===== config.mk =====
export PLATFORM = sky130hd
export DESIGN_NAME = param_shift_reg
export DESIGN_NICKNAME = d
export VERILOG_FILES = /design/src/rtl/param_shift_reg.sv
export SDC_FILE = /design/constraint.sdc
export NUM_CORES = 1
export LEC_CHECK = 0
export ABC_AREA = 1
export CAP_MARGIN = 20
export CORE_AREA = 2 2 48 50
export CTS_CLUSTER_SIZE = 24
export DETAILED_ROUTE_END_ITERATION = 7
export DIE_AREA = 0 0 50 52
export HOLD_SLACK_MARGIN = 0.15
export PLACE_DENSITY_LB_ADDON = 0.3
export SLEW_MARGIN = 20
export SYNTH_ARGS = -nofsm -noshare
export SYNTH_HDL_FRONTEND = slang
export SYNTH_SLANG_ARGS = --single-unit
export TNS_END_PERCENT = 1

===== constraint.sdc =====
create_clock -name clk -period 1.5 [get_ports clk]
set_clock_uncertainty 0.15 [all_clocks]
set_input_delay 0.225 -clock clk [delete_from_list [all_inputs] [get_ports clk]]
set_output_delay 0.225 -clock clk [all_outputs]
set_load 0.005 [all_outputs]

===== src/rtl/param_shift_reg.sv =====
// Parameterised shift register: shift/rotate/load with a modulo-WIDTH shift counter and word-done pulse.
// Latency: one clock edge from an enabled operation to q, shift_cnt and word_done.
// No backpressure: en is a plain clock enable, and all state holds while it is low.
// Optional feature: define PARAM_SHIFT_REG_ARITH_EN to make mode 110 an arithmetic shift right.
module param_shift_reg #(
    parameter int WIDTH = 8
) (
    input  logic                     clk,
    input  logic                     rst,
    input  logic                     en,
    input  logic [2:0]               mode,
    input  logic                     sin_l,
    input  logic                     sin_r,
    input  logic [WIDTH-1:0]         d,
    output logic [WIDTH-1:0]         q,
    output logic                     sout_l,
    output logic                     sout_r,
    output logic [$clog2(WIDTH)-1:0] shift_cnt,
    output logic                     word_done
);

    localparam int CW = $clog2(WIDTH);
    localparam logic [CW-1:0] CNT_MAX = CW'(WIDTH - 1);

    localparam logic [2:0] MODE_SHL  = 3'b001;
    localparam logic [2:0] MODE_SHR  = 3'b010;
    localparam logic [2:0] MODE_ROL  = 3'b011;
    localparam logic [2:0] MODE_ROR  = 3'b100;
    localparam logic [2:0] MODE_LOAD = 3'b101;
`ifdef PARAM_SHIFT_REG_ARITH_EN
    localparam logic [2:0] MODE_ASR  = 3'b110;
`endif

    logic [WIDTH-1:0] r_q;
    logic [CW-1:0]    r_cnt;
    logic             r_word_done;
    logic [WIDTH-1:0] w_q_nxt;
    logic             w_is_shift;

    // Decode the operation into the next register value and whether it counts as a shift.
    always_comb begin
        w_q_nxt    = r_q;
        w_is_shift = 1'b0;
        case (mode)
            MODE_SHL: begin
                w_q_nxt    = {r_q[WIDTH-2:0], sin_l};
                w_is_shift = 1'b1;
            end
            MODE_SHR: begin
                w_q_nxt    = {sin_r, r_q[WIDTH-1:1]};
                w_is_shift = 1'b1;
            end
            MODE_ROL: begin
                w_q_nxt    = {r_q[WIDTH-2:0], r_q[WIDTH-1]};
                w_is_shift = 1'b1;
            end
            MODE_ROR: begin
                w_q_nxt    = {r_q[0], r_q[WIDTH-1:1]};
                w_is_shift = 1'b1;
            end
            MODE_LOAD: begin
                w_q_nxt    = d;
            end
`ifdef PARAM_SHIFT_REG_ARITH_EN
            MODE_ASR: begin
                w_q_nxt    = {r_q[WIDTH-1], r_q[WIDTH-1:1]};
                w_is_shift = 1'b1;
            end
`endif
            default: begin
                // Modes 000 and 111 (and 110 without the arithmetic option) hold.
                w_q_nxt    = r_q;
            end
        endcase
    end

    // Register update. The counter wraps explicitly at WIDTH-1 so that non-power-of-two widths
    // still produce one word_done per WIDTH shifts. Reset discards any partial count.
    always_ff @(posedge clk) begin
        if (rst) begin
            r_q         <= '0;
            r_cnt       <= '0;
            r_word_done <= 1'b0;
        end else begin
            r_word_done <= 1'b0;
            if (en) begin
                r_q <= w_q_nxt;
                if (mode == MODE_LOAD) begin
                    r_cnt <= '0;
                end else if (w_is_shift) begin
                    if (r_cnt == CNT_MAX) begin
                        r_cnt       <= '0;
                        r_word_done <= 1'b1;
                    end else begin
                        r_cnt <= r_cnt + 1'b1;
                    end
                end
            end
        end
    end

    assign q         = r_q;
    assign sout_l    = r_q[WIDTH-1];
    assign sout_r    = r_q[0];
    assign shift_cnt = r_cnt;
    assign word_done = r_word_done;

endmodule


==> flow_metrics.env <==
export IMPL_outcome="complete, no violations"
export IMPL_worstRegToRegCells=7
export IMPL_multiInputGateArea_um2=449.2
export IMPL_netlist_area_leader_share_pct=28.79
export IMPL_final_period_utilization_pct=96.47
export IMPL_ys_top_cells_by_count="sky130_fd_sc_hd__nand2_1 (34), sky130_fd_sc_hd__inv_1 (16), sky130_fd_sc_hd__nand3_1 (15)"
export IMPL_cts_hold_repair_buffers=0
export IMPL_critPathMaxStageDelay_ns=0.44
export IMPL_clock_path_buffers=2
export IMPL_critical_path_peak_fanout=11
export IMPL_layoutNonFillerInstCount=198
export IMPL_core_rowCount=17
export IMPL_power_per_cell_area_nw_per_um2=684.8
export IMPL_yosys_cell_count_top_type="sky130_fd_sc_hd__nand2_1"
export IMPL_finalInstanceArea_um2=1291
export IMPL_avgRoutedWirePerCell_um=11.45
export IMPL_rsz0062_at_grt="yes"
export IMPL_path_delay_family="buffers and inverters"
export IMPL_power_leakage_nw=0.7661
export IMPL_initial_core_util_pct=39.63
export IMPL_cts_clk_slew_worst_paths_ns=0.08
export IMPL_dieWidth_um=50
export IMPL_min_delay_path_depth=2
export IMPL_worst_pin_slew_ns=0.3241
export IMPL_clock_fmax_ghz=0.6910
export IMPL_clk_insertion_delay_late_ns=0.28
export IMPL_vias=968
export IMPL_arrival_ns=1.47
export IMPL_finalWirelength_um=2268
export IMPL_postPlaceCellArea_um2=1191
export IMPL_cts_tree="built"
export IMPL_timing_critical_path_buf_inv=4
export IMPL_syn_area_um2=834.6
export IMPL_postLayoutSetupSlackWorst_ns=0.05291
export IMPL_drv_cap=0
export IMPL_synth_top_cells_by_area="sky130_fd_sc_hd__dfxtp_1 (29%), sky130_fd_sc_hd__nand2_1 (15%), sky130_fd_sc_hd__nand3_1 (9.0%), sky130_fd_sc_hd__inv_1 (7.2%), sky130_fd_sc_hd__nand4_1 (6.0%)"
export IMPL_maximum_number_of_pins_on_one_net_before_global_route_repair=12
export IMPL_grt_antenna_before_repair=0
export IMPL_postSynth_asyncResetShare_pct=0
export IMPL_worst_setup_path_end_kind="register"
export IMPL_period_minus_slack_ns=1.447
export IMPL_design_final_nets=189
export IMPL_drtPass1Iterations=4
export IMPL_synth_seq_area_share_pct=28.79
export IMPL_dieArea_um2=2600
export IMPL_synthToLayoutAreaGrowth_pct=54.72
export IMPL_finalHoldViolCount=0
export IMPL_globalRoute_totalOverflow=0
export IMPL_first_iter_violations=20
export IMPL_viasPerCell=4.889
export IMPL_timing_critical_path_cells="clkdlybuf4s50_1 -> buf_4 -> a21oi_2 -> nand2_2 -> inv_2 -> nand3_1 -> nand2_1 -> inv_1"
export IMPL_numClockSinks=12
export IMPL_hpwl_um=1737
export IMPL_regArea_um2=259.0
export IMPL_placed_cells=191
export IMPL_tritoncts_num_buffers=3
export IMPL_crit_required_ns=1.52
export IMPL_syn_num_nets=147
export IMPL_synth_flop_cell="sky130_fd_sc_hd__dfxtp_1"
export IMPL_slew_headroom_pct=78.40
export IMPL_design_core_area_um2=2106
export IMPL_chipHeight_um=52
export IMPL_post_synth_inst_count=129
export IMPL_critical_path_slowest_cell="sky130_fd_sc_hd__clkdlybuf4s50_1"
export IMPL_worst_setup_path_category="in -> reg"
export IMPL_vias_in_the_first_global_route=929
export IMPL_final_hold_worst_slack_ns=0.3339
export IMPL_grt_util_all_layers_pct=19.37
export IMPL_io_buffer_count=29
export IMPL_detail_route_drc_violations=0
export IMPL_dpl_worst_slack_ns=-0.2977
export IMPL_power_ir_vdd_worst_mv=0.5541
export IMPL_hold_path_class="reg -> reg"
export IMPL_totalNegativeSetupSlack_ns=0
export IMPL_r2r_end="shift_cnt[0]$_SDFFE_PP0P_"
export IMPL_reg2reg_from="shift_cnt[0]$_SDFFE_PP0P_"
export IMPL_worstHoldEndpoint="shift_cnt[1]$_SDFFE_PP0P_"
export IMPL_yosys_register_bits=12
export IMPL_synth_warnings=0
export IMPL_start_kind="input pin"
export IMPL_n_antenna_cell=0
export IMPL_antenna_left=0
export IMPL_report_power_total_mw=0.8842
export IMPL_clockRootBuffer="sky130_fd_sc_hd__clkbuf_4"
export IMPL_postSynthAreaPerCell_um2=6.469
export IMPL_drv_slew=0
export IMPL_cts_htree_levels=1
export IMPL_num_fill_cells=193
export IMPL_reg2reg_setup_slack_ns=0.19
export IMPL_place_congestion=0.8358
export IMPL_synth_area_leader_cell="sky130_fd_sc_hd__dfxtp_1"
export IMPL_final_core_util_pct=61.32
export IMPL_hold_sp="shift_cnt[1]$_SDFFE_PP0P_"
export IMPL_grt_pass1_wl_um=3808
export IMPL_post_route_cells_drive_above_1_share_pct=25.88
export IMPL_finalSetupViolations=0
export IMPL_synth_enable_flop_cells=0
export IMPL_worstSetupStartpoint="mode[1]"
export IMPL_yosysUniqueCellTypes=21
export IMPL_ioPinCount=30
how the worst max path moves through the flow:
stage / end / slack [ns] / cells after the start
3_5_place_dp: q[7]$_SDFFE_PP0P_ / -0.30 / 8
6_report: q[2]$_SDFFE_PP0P_ / 0.05 / 8
5_1_grt: q[2]$_SDFFE_PP0P_ / -0.005 / 8
2_1_floorplan: q[7]$_SDFFE_PP0P_ / 0.28 / 7
4_1_cts: shift_cnt[0] / 0.002 / 1
3_3_place_gp: q[7]$_SDFFE_PP0P_ / -0.24 / 8
cell usage in the layout (no fill, tap or decap):
master and n:
sky130_fd_sc_hd__a21oi_2 2, sky130_fd_sc_hd__a21oi_1 6, sky130_fd_sc_hd__nand2_1 34, sky130_fd_sc_hd__clkdlybuf4s50_1 14, sky130_fd_sc_hd__o21ai_0 5, sky130_fd_sc_hd__dlygate4sd2_1 5, sky130_fd_sc_hd__nand2_2 2, sky130_fd_sc_hd__buf_4 17
sky130_fd_sc_hd__nand4_1 8, sky130_fd_sc_hd__dfxtp_1 1, sky130_fd_sc_hd__dfxtp_2 9, sky130_fd_sc_hd__inv_1 16, sky130_fd_sc_hd__o21ai_1 4, sky130_fd_sc_hd__dlymetal6s2s_1 10, sky130_fd_sc_hd__clkbuf_8 1, sky130_fd_sc_hd__clkbuf_4 3
sky130_fd_sc_hd__nand2_4 1, sky130_fd_sc_hd__dfxtp_4 2, sky130_fd_sc_hd__xor2_2 1, sky130_fd_sc_hd__nor2_2 1, sky130_fd_sc_hd__nand3_1 15, sky130_fd_sc_hd__nor3_2 1, sky130_fd_sc_hd__ha_1 2, sky130_fd_sc_hd__inv_2 4
sky130_fd_sc_hd__nor2_1 6
report_power, final:
group | switching [mW] | total [mW] | internal (mW)
Combinational | 0.129 | 0.268 | 0.140
Sequential | 0.0155 | 0.358 | 0.342
Clock | 0.111 | 0.258 | 0.148
Total | 0.255 | 0.884 | 0.630
tightest hold or removal path: stages, from the launching register on:
cell and delay [ns]:
sky130_fd_sc_hd__dfxtp_2 0.33, sky130_fd_sc_hd__nand3_1 0.07, sky130_fd_sc_hd__o21ai_1 0.05
registers in the layout (all words and copies together) (netlist names):
name / flops
shift_cnt: 3
word_done: 1
q: 8
kinds of logic after synthesis:
group | share of synthesized area, %
DFF | 28.79
AOI/OAI and AO/OA | 10.64
and+or+nand+nor | 37.78
adders and majority gates | 2.998
xor gates and xnor gates | 1.950
buffers and inverters | 17.84
layout make-up:
cell class / count / share of cell area (%)
Multi-Input combinational cell: 88 / 34.79
Tap cell: 28 / 2.713
Sequential cell: 12 / 20.06
Clock buffer: 4 / 2.810
Timing Repair Buffer: 46 / 33.82
Inverter: 20 / 5.814
per-layer routing:
layer / GRT usage, % / routed length, µm
met2: 34.87 / 1164
met4: 5.556 / 30
met1: 21.81 / 920
met3: 6.034 / 152
met5: 0 / 0
timing repair:
action / 4_1_cts / 5_1_grt
gates resized for setup: 18 / 11
buffers inserted: 3 / 0
setup endpoints to repair: 13 / 14
endpoints found under the hold margin: 0 / 0
Note: power is estimated with default switching activity, not from simulation.
